--- src/rtl/ram_arb_pkg.sv ---
// Shared types and helpers for the RAM port arbiter: FSM state enum,
// width derivation helpers and the byte-merge used by read-modify-write.
package ram_arb_pkg;

  typedef enum logic {IDLE, RMW} arb_state_e;

  localparam int MAX_DW = 256;
  localparam int MAX_BE = MAX_DW / 8;

  function automatic int addr_width(input int depth);
    return (depth > 1) ? $clog2(depth) : 1;
  endfunction

  function automatic int be_width(input int dw);
    return dw / 8;
  endfunction

  // Operates on the widest supported word; callers zero-extend and truncate.
  function automatic logic [MAX_DW-1:0] merge_bytes(input logic [MAX_DW-1:0] new_word,
                                                    input logic [MAX_DW-1:0] old_word,
                                                    input logic [MAX_BE-1:0] be);
    logic [MAX_DW-1:0] merged;
    merged = old_word;
    for (int b = 0; b < MAX_BE; b++) begin
      if (be[b]) merged[b*8 +: 8] = new_word[b*8 +: 8];
    end
    return merged;
  endfunction

endpackage

--- src/rtl/rr_arbiter.sv ---
// N-way round-robin picker. Search starts at the pointer and wraps; the pointer
// moves to one past the winner whenever a grant is issued.
module rr_arbiter #(
  parameter int N = 2,
  localparam int IW = (N > 1) ? $clog2(N) : 1
) (
  input  logic          i_clk,
  input  logic          i_rst_n,
  input  logic [N-1:0]  i_req,
  input  logic          i_en,
  output logic [N-1:0]  o_gnt,
  output logic [IW-1:0] o_idx,
  output logic          o_valid
);

  logic [IW-1:0] ptr;
  int            cand;

  always_comb begin
    o_gnt   = '0;
    o_idx   = '0;
    o_valid = 1'b0;
    cand    = 0;
    for (int i = 0; i < N; i++) begin
      cand = int'(ptr) + i;
      if (cand >= N) cand = cand - N;
      if (i_en && !o_valid && i_req[cand]) begin
        o_valid     = 1'b1;
        o_idx       = IW'(cand);
        o_gnt[cand] = 1'b1;
      end
    end
  end

  always_ff @(posedge i_clk or negedge i_rst_n) begin
    if (!i_rst_n) begin
      ptr <= '0;
    end else if (o_valid) begin
      ptr <= (o_idx == IW'(N - 1)) ? '0 : o_idx + 1'b1;
    end
  end

endmodule

--- src/rtl/ram_port_arbiter.sv ---
// Shares one word-only RAM port between N_REQ requesters with round-robin
// fairness, adding byte-enable writes through a two-cycle read-modify-write.
module ram_port_arbiter
  import ram_arb_pkg::*;
#(
  parameter int N_REQ      = 2,
  parameter int DEPTH      = 2**16,
  parameter int DATA_WIDTH = 32,
  localparam int AW   = addr_width(DEPTH),
  localparam int BE_W = be_width(DATA_WIDTH),
  localparam int IW   = (N_REQ > 1) ? $clog2(N_REQ) : 1
) (
  input  logic                             i_clk,
  input  logic                             i_rst_n,
  input  logic [N_REQ-1:0]                 i_req,
  input  logic [N_REQ-1:0]                 i_we,
  input  logic [N_REQ-1:0][AW-1:0]         i_addr,
  input  logic [N_REQ-1:0][DATA_WIDTH-1:0] i_wdata,
  input  logic [N_REQ-1:0][BE_W-1:0]       i_be,
  output logic [N_REQ-1:0]                 o_gnt,
  output logic [N_REQ-1:0]                 o_rvalid,
  output logic [DATA_WIDTH-1:0]            o_rdata,
  output logic [AW-1:0]                    o_ram_addr,
  output logic [DATA_WIDTH-1:0]            o_ram_data,
  output logic                             o_ram_we,
  input  logic [DATA_WIDTH-1:0]            i_ram_data
);

  arb_state_e state, next_state;

  logic                  arb_en;
  logic                  arb_valid;
  logic [IW-1:0]         arb_idx;
  logic [N_REQ-1:0]      arb_gnt;
  logic [N_REQ-1:0]      read_issue;
  logic                  rmw_load;
  logic [BE_W-1:0]       cur_be;
  logic [AW-1:0]         rmw_addr;
  logic [DATA_WIDTH-1:0] rmw_wdata;
  logic [BE_W-1:0]       rmw_be;
  logic [DATA_WIDTH-1:0] rdata_hold;
  logic [MAX_DW-1:0]     merged_wide;

  // Gating with i_rst_n keeps every command output quiet while reset is held.
  assign arb_en = i_rst_n && (state == IDLE);

  rr_arbiter #(.N(N_REQ)) u_rr (
    .i_clk   (i_clk),
    .i_rst_n (i_rst_n),
    .i_req   (i_req),
    .i_en    (arb_en),
    .o_gnt   (arb_gnt),
    .o_idx   (arb_idx),
    .o_valid (arb_valid)
  );

  assign o_gnt       = arb_gnt;
  assign merged_wide = merge_bytes(MAX_DW'(rmw_wdata), MAX_DW'(i_ram_data), MAX_BE'(rmw_be));
  assign o_rdata     = (|o_rvalid) ? i_ram_data : rdata_hold;

  always_comb begin
    next_state = state;
    o_ram_we   = 1'b0;
    o_ram_addr = '0;
    o_ram_data = '0;
    rmw_load   = 1'b0;
    read_issue = '0;
    cur_be     = i_be[arb_idx];
    case (state)
      IDLE: begin
        if (arb_valid) begin
          if (!i_we[arb_idx]) begin
            o_ram_addr = i_addr[arb_idx];
            read_issue = arb_gnt;
          end else if (cur_be == {BE_W{1'b1}}) begin
            o_ram_we   = 1'b1;
            o_ram_addr = i_addr[arb_idx];
            o_ram_data = i_wdata[arb_idx];
          end else if (cur_be != '0) begin
            // Partial write: fetch the old word now, merge and write next cycle.
            o_ram_addr = i_addr[arb_idx];
            rmw_load   = 1'b1;
            next_state = RMW;
          end
        end
      end
      RMW: begin
        o_ram_we   = 1'b1;
        o_ram_addr = rmw_addr;
        o_ram_data = merged_wide[DATA_WIDTH-1:0];
        next_state = IDLE;
      end
      default: next_state = IDLE;
    endcase
  end

  always_ff @(posedge i_clk or negedge i_rst_n) begin
    if (!i_rst_n) begin
      state      <= IDLE;
      o_rvalid   <= '0;
      rdata_hold <= '0;
      rmw_addr   <= '0;
      rmw_wdata  <= '0;
      rmw_be     <= '0;
    end else begin
      state    <= next_state;
      o_rvalid <= read_issue;
      if (|o_rvalid) rdata_hold <= i_ram_data;
      if (rmw_load) begin
        rmw_addr  <= i_addr[arb_idx];
        rmw_wdata <= i_wdata[arb_idx];
        rmw_be    <= cur_be;
      end
    end
  end

endmodule

--- config.mk ---
export PLATFORM = sky130hd
export DESIGN_NAME = ram_port_arbiter
export DESIGN_NICKNAME = d
export VERILOG_FILES = /design/src/rtl/ram_arb_pkg.sv /design/src/rtl/rr_arbiter.sv /design/src/rtl/ram_port_arbiter.sv
export SDC_FILE = /design/constraint.sdc
export NUM_CORES = 1
export LEC_CHECK = 0
export BUFFER_PORTS_ARGS = -buffer_cell sky130_fd_sc_hd__clkbuf_2
export CORE_MARGIN = 3
export CORE_UTILIZATION = 39
export DETAILED_ROUTE_END_ITERATION = 8
export HOLD_SLACK_MARGIN = 0.05
export PLACE_DENSITY_LB_ADDON = 0.2
export SKIP_LAST_GASP = 1
export SYNTH_ARGS = -nofsm -noshare
export SYNTH_HDL_FRONTEND = slang
export SYNTH_SLANG_ARGS = --single-unit
export TNS_END_PERCENT = 100
--- constraint.sdc ---
create_clock -name i_clk -period 7 [get_ports i_clk]
set_clock_uncertainty 0.05 [all_clocks]
set_input_delay 1.75 -clock i_clk [delete_from_list [all_inputs] [get_ports i_clk]]
set_output_delay 1.75 -clock i_clk [all_outputs]
set_load 0.005 [all_outputs]
Word-level counts from Yosys, hierarchy flattened
Cells that the tools add are included.
Storage, ports and cells
  bits in writable memories: 0
  word-level logic and storage cells: 84
  bits in latches: 0
  output and inout bits: 85
  bits in read-only memories: 0
  memories: 0
  register bits: 88
Operators by class
  muxes and demuxes: 54
  divide/modulo/power cells: 0
  bitwise operators: 2
  $add $sub $neg: 4
  shift operators: 0
  $mul: 0
  magnitude comparators: 7
  reduce and logical (&&, ||, !) cells: 9
  equal/unequal tests: 1
Operators with widths (number)
  $mux 32: 8
  $mux 16: 6
  $ge 32x1->1 const B: 2
  $lt 32x3->1 const B: 2
  $pmux 32 s2: 1
  $ge 32x3->1 const B: 1
  $mux 8: 4
  $pmux 16 s2: 1
  $sub 32x3->32 const B: 1
  $mux 1: 23
  $mux 2: 5
  $mux 4: 2
  $logic_and 1x1->1: 6
  $eq 4x4->1 const B: 1
  $pmux 1 s2: 2
  $reduce_bool 4->1: 1
  $sub 1x2->3 const B: 1
  $add 1x1->2 const B: 1
  $demux 1 s1: 2
  $ge 1x2->1 const B: 1
  $lt 1x2->1 const B: 1
  $or 2x2->2: 1
  $reduce_or 2->1: 1
  $add 1x1->1 const B: 1
  2 further kinds: 2

Logic depth before layout (Yosys ltp)
  word-level depth: 19
  gate-level depth with buffers: 8
  mapped depth without buffers: 5

Cells and area by module
From an unflattened synthesis, not the netlist that was laid out.
Second synthesis, totals
  cell total of the unflattened synthesis: 463
  area, all modules: 4922.2 um^2
Modules (own cells, without submodules)
  ram_port_arbiter: instances 1, cells an instance 453, area each 4848.4 um^2
  rr_arbiter: instances 1, cells an instance 10, area each 73.8 um^2

Worst setup path before layout
No wires, ideal clock.
  kind: input-to-output
  start: in i_be[0] in the netlist's numbering
  end: out o_ram_addr[10]
  data arrival time: 2.915 ns
  data required time: 5.200 ns
  stages on the path: 5
  path slack: 2.285 ns
  path buffers: 1
  cells stage by stage: or4_4 > a311oi_1 > a311o_2 > buf_6 > o21ai_1
Between the ends
  longest elaborated chain between the ends: 8
  elaborated cells between the ends (all ways): 9
  classes of those cells: eq/ne: 1; mux: 7; reduce/logical: 1
Ends and longest elaborated chain
  start: declaration: line ram_port_arbiter.sv:19  | input logic [N_REQ-1:0][BE_W-1:0] i_be,
  $mux 4 (not written as such) * (2 in series): line ram_port_arbiter.sv:68  | cur_be = i_be[arb_idx];
  $reduce_bool 4->1: line ram_port_arbiter.sv:79  | end else if (cur_be != '0) begin
  $mux 16: line ram_port_arbiter.sv:79
  $mux 16 *: line ram_port_arbiter.sv:75  | end else if (cur_be == {BE_W{1'b1}}) begin
  $mux 16 *: line ram_port_arbiter.sv:72  | if (!i_we[arb_idx]) begin
  $mux 16 *: line ram_port_arbiter.sv:71  | if (arb_valid) begin
  $pmux 16 s2 *: line ram_port_arbiter.sv:69  | case (state)
  end: declaration: line ram_port_arbiter.sv:23  | output logic [AW-1:0] o_ram_addr,
Mark *: on every way between the ends. The rest lies on a longest branch, timed or not. The select of a mux whose other input is x is not followed.

Worst setup path after layout
  start: in i_rst_n
  end: out o_ram_addr[4]
Between the ends
  longest elaborated chain between the ends: 15
  elaborated cells between the ends (all ways): 22
  classes of those cells: eq/ne: 1; mux: 15; reduce/logical: 6
Ends and longest elaborated chain
  start: declaration: line ram_port_arbiter.sv:14  | input logic i_rst_n,
  $logic_and 1x1->1 *: line ram_port_arbiter.sv:45  | assign arb_en = i_rst_n && (state == IDLE);
  $logic_and 1x1->1: line rr_arbiter.sv:27  | if (i_en && !o_valid && i_req[cand]) begin
  $mux 1: line rr_arbiter.sv:27
  $logic_not 1->1: line rr_arbiter.sv:27
  $logic_and 1x1->1 (2 in series): line rr_arbiter.sv:27
  $mux 1: line rr_arbiter.sv:27
  $mux 4 (not written as such) (2 in series): line ram_port_arbiter.sv:68
  $reduce_bool 4->1: line ram_port_arbiter.sv:79
  $mux 16: line ram_port_arbiter.sv:79
  $mux 16: line ram_port_arbiter.sv:75
  $mux 16: line ram_port_arbiter.sv:72
  $mux 16 *: line ram_port_arbiter.sv:71
  $pmux 16 s2 *: line ram_port_arbiter.sv:69
Marks and branches as above.

==> run_results.csv <==
group,metric,value,unit
placed_design,port_buffers,226,
yosys,synth_area_leader_cell,"dfrtp_1",
die,coreArea,0.0127,sq mm
yosys,synth_adder_area_share,0,%
worst_setup_path,worstPathRequired,5.20,ns
worst_setup_path,path_cells,"buf_4, nor2b_4, nand3_4, inv_8, buf_4, a311o_2, o21ai_0, clkbuf_2",
yosys,syn_avg_cell_area,11.1,sq um
min_path,hp-class,"flip-flop to flip-flop",
clock_network,clock-root-buffer,"clkbuf_16",
global_route,grt_max_degree,70,
clock_network,cts_setup_buffers,0,
clock_network,clkTransAtPathRegs,0.06,ns
global_route,grt_first_pass_wirelength,21.5,mm
route,antenna_left,0,
yosys,syn-num-nets,601,
route,drt_iter0_markers,101,
yosys,netlist_area,0.00509,sq mm
yosys,synth_xor_xnor_area_share,0,%
final_layout,area_growth,29.1,%
clock_network,ctsResizeCount,0,
power_and_ir_drop,ir_drop,0.128,mV
clock_network,clock_latency,0.33,ns
worst_setup_path,crit_path_end_kind,"primary output",
die,die_w,120,microns
worst_setup_path,cpLargestDelayFamily,"buffers and inverters",
clock_network,cts.sink_count,88,
route,routed_wirelength,13.3,mm
global_route,track_usage,18.7,%
power_and_ir_drop,power.density,278,mW/mm^2
clock_network,cts_buffer_depth,2,
route,wl_per_cell,15.6,microns
timing,maxSlewViolCount,0,
global_route,grt_pass1_vias,4357,
worst_setup_path,critPathMaxStageDelay,0.47,ns
worst_setup_path,crit_fanout,28,
timing,rsz0062_at_grt,"no",
yosys,ys_warn_count,0,
route,vias_per_cell,4.79,
die,initial_core_util,40.2,%
worst_setup_path,crit_type,"input pin to primary output",
route,route.detailed.drc,0,
clock_network,cts_htree_levels,3,
power_and_ir_drop,p_leak,0.00326,uW
die,dieArea,0.0145,sq mm
die,rows,41,
worst_setup_path,arrival,3.96,ns
worst_setup_path,rr_worst_depth,7,
final_layout,finalNetCount,814,
placed_design,gp_congestion,0.807,
worst_setup_path,cp_num_cells,8,
worst_setup_path,start_kind,"input pin",
timing,min_period_over_period,82.3,%
final_layout,drive_gt1_share,48.2,%
route,vias,4066,
final_layout,num_antenna_cells,0,
min_path,hold_depth,1,
clock_network,cts_tree,"done",
timing,period_needed,5.76,ns
timing,slew_headroom,32.4,%
yosys,yosysSeqAreaShare,43.3,%
clock_network,ctsHoldBuffers,0,
yosys,yosysTopAreaCellShare,43.3,%
timing,finalSetupViolations,0,
timing,worstMarginPinSlew,1.01,ns
final_layout,mostFrequentLayoutCells,"225 x clkbuf_2, 100 x mux2i_1, 87 x dfrtp_1",
route,dr.pass1.iters,4,
placed_design,hpwl,9.92,mm
die,die_h,120,microns
run,cap_violations,0,
yosys,yosys-top-cells-area,"dfrtp_1 43%, mux2i_1 20%, mux2_2 14%",
yosys,synth_seq_cells,88,
worst_setup_path,cp_slowest_cell,"buf_4",
final_layout,layout_commonest_cell,"clkbuf_2",
global_route,antenna_found_initial,0,
die,ios,227,
final_layout,final_util,51.8,%
worst_setup_path,crit_top_cell,"buf_4",
timing,setup-tns-final,0,ns
worst_setup_path,cp_num_buf_inv,4,
yosys,yosysUniqueCellTypes,34,
status,outcome,"finished clean",
yosys,synthCells,459,
yosys,synthMuxAreaShare,33.8,%
yosys,synth_compound_area_share,7.67,%
yosys,synthSimpleGateAreaFrac,6.12,%
yosys,synth_top_family_by_area,"multiplexers",
clock_network,cts_made_buffers,9,
timing,hold_viol_final,0,
timing,max_freq,0.174,GHz
global_route,overflow,0,
[Yosys cell counts]
cell / count
a21oi_1: 1
a221oi_2: 1
a2bb2oi_2: 4
a311o_2: 1
a311oi_1: 1
a31oi_1: 1
a32oi_2: 1
and2_1: 1
and3b_1: 1
and4_1: 1
buf_12: 5
buf_6: 6
clkbuf_1: 13
clkbuf_2: 3
clkbuf_8: 2
dfrtp_1: 88
inv_1: 51
inv_8: 1
mux2_2: 64
mux2i_1: 100
nand2_1: 50
nand2b_1: 1
nand2b_2: 1
nand3_4: 1
nand4_1: 2
nand4_2: 1
nor2_1: 3
nor2b_4: 1
nor4_1: 1
o2111a_1: 1
o21ai_0: 34
o21ai_1: 15
o41a_1: 1
or4_4: 1
[registers in the layout, summed over array words and instances, names as in the netlist]
name	flops
rmw_addr	16
rmw_wdata	32
rmw_be	4
o_rvalid	2
rdata_hold	32
state	1
u_rr.ptr	1
[worst paths after layout]
check,slack [ns],to,start
setup / recovery,1.24,o_ram_addr[4],i_rst_n
hold / removal,0.44,rdata_hold[27]$_DFF_PN0_,rdata_hold[27]$_DFF_PN0_
setup reg to reg,3.85,rmw_wdata[5]$_DFFE_PN0P_,state$_DFF_PN0_
hold reg to reg,0.44,rdata_hold[27]$_DFF_PN0_,rdata_hold[27]$_DFF_PN0_
max in group asynchronous,4.44,rmw_wdata[26]$_DFFE_PN0P_,i_rst_n
min in group asynchronous,1.25,state$_DFF_PN0_,i_rst_n
[kinds of logic after synthesis]
kind of cell,after synthesis
compound gates,61
flops,88
mux,164
buf+inv,81
simple gates,65
[worst register-to-register path, delay by kind of cell (launching register included)]
| kind | cells | cell delay, ns |
|---|---|---|
| buf+inv | 3 | 1.01 |
| flops | 1 | 1.00 |
| mux | 1 | 0.32 |
| simple gates | 2 | 0.37 |
| compound gates | 1 | 0.33 |
[report_power, final]
part | switching, uW | internal, uW
Clock | 194 | 331
Combinational | 237 | 297
Sequential | 99.2 | 668
[layer usage]
metal | part of all wire (%) | GRT usage, % | vias to the layer above
li1 | - | - | 2005
met1 | 42 | 22.9 | 1933
met2 | 50 | 32.3 | 112
met3 | 5.6 | 4.12 | 16
met4 | 1.7 | 6.66 | 0
met5 | 0 | 0 | -
[layout make-up]
class                   count  area, sq um
multi-input cells         290         2440
fillers                  1177         6100
clock buffers              11          253
well taps                 172          215
inverters                  52          203
repair buffers            231         1170
clock inverters             5         78.8
flip-flops and latches     88         2200
[metrics by stage]
stage | setup WS [ns] | cells | instance area, sq um | hold slack [ns] | power (uW)
2_1_floorplan | 2.28 | 459 | 5090 | 0.435 | 1110
3_3_place_gp | 1.25 | 833 | 6230 | 0.427 | 1300
3_5_place_dp | 1.18 | 833 | 6230 | 0.431 | 1320
4_1_cts | 1.18 | 849 | 6570 | 0.445 | 1860
5_1_grt | 0.992 | 849 | 6570 | 0.454 | 1960
6_report | 1.24 | 849 | 6570 | 0.442 | 1830
Note: power is estimated with default switching activity, not from simulation.
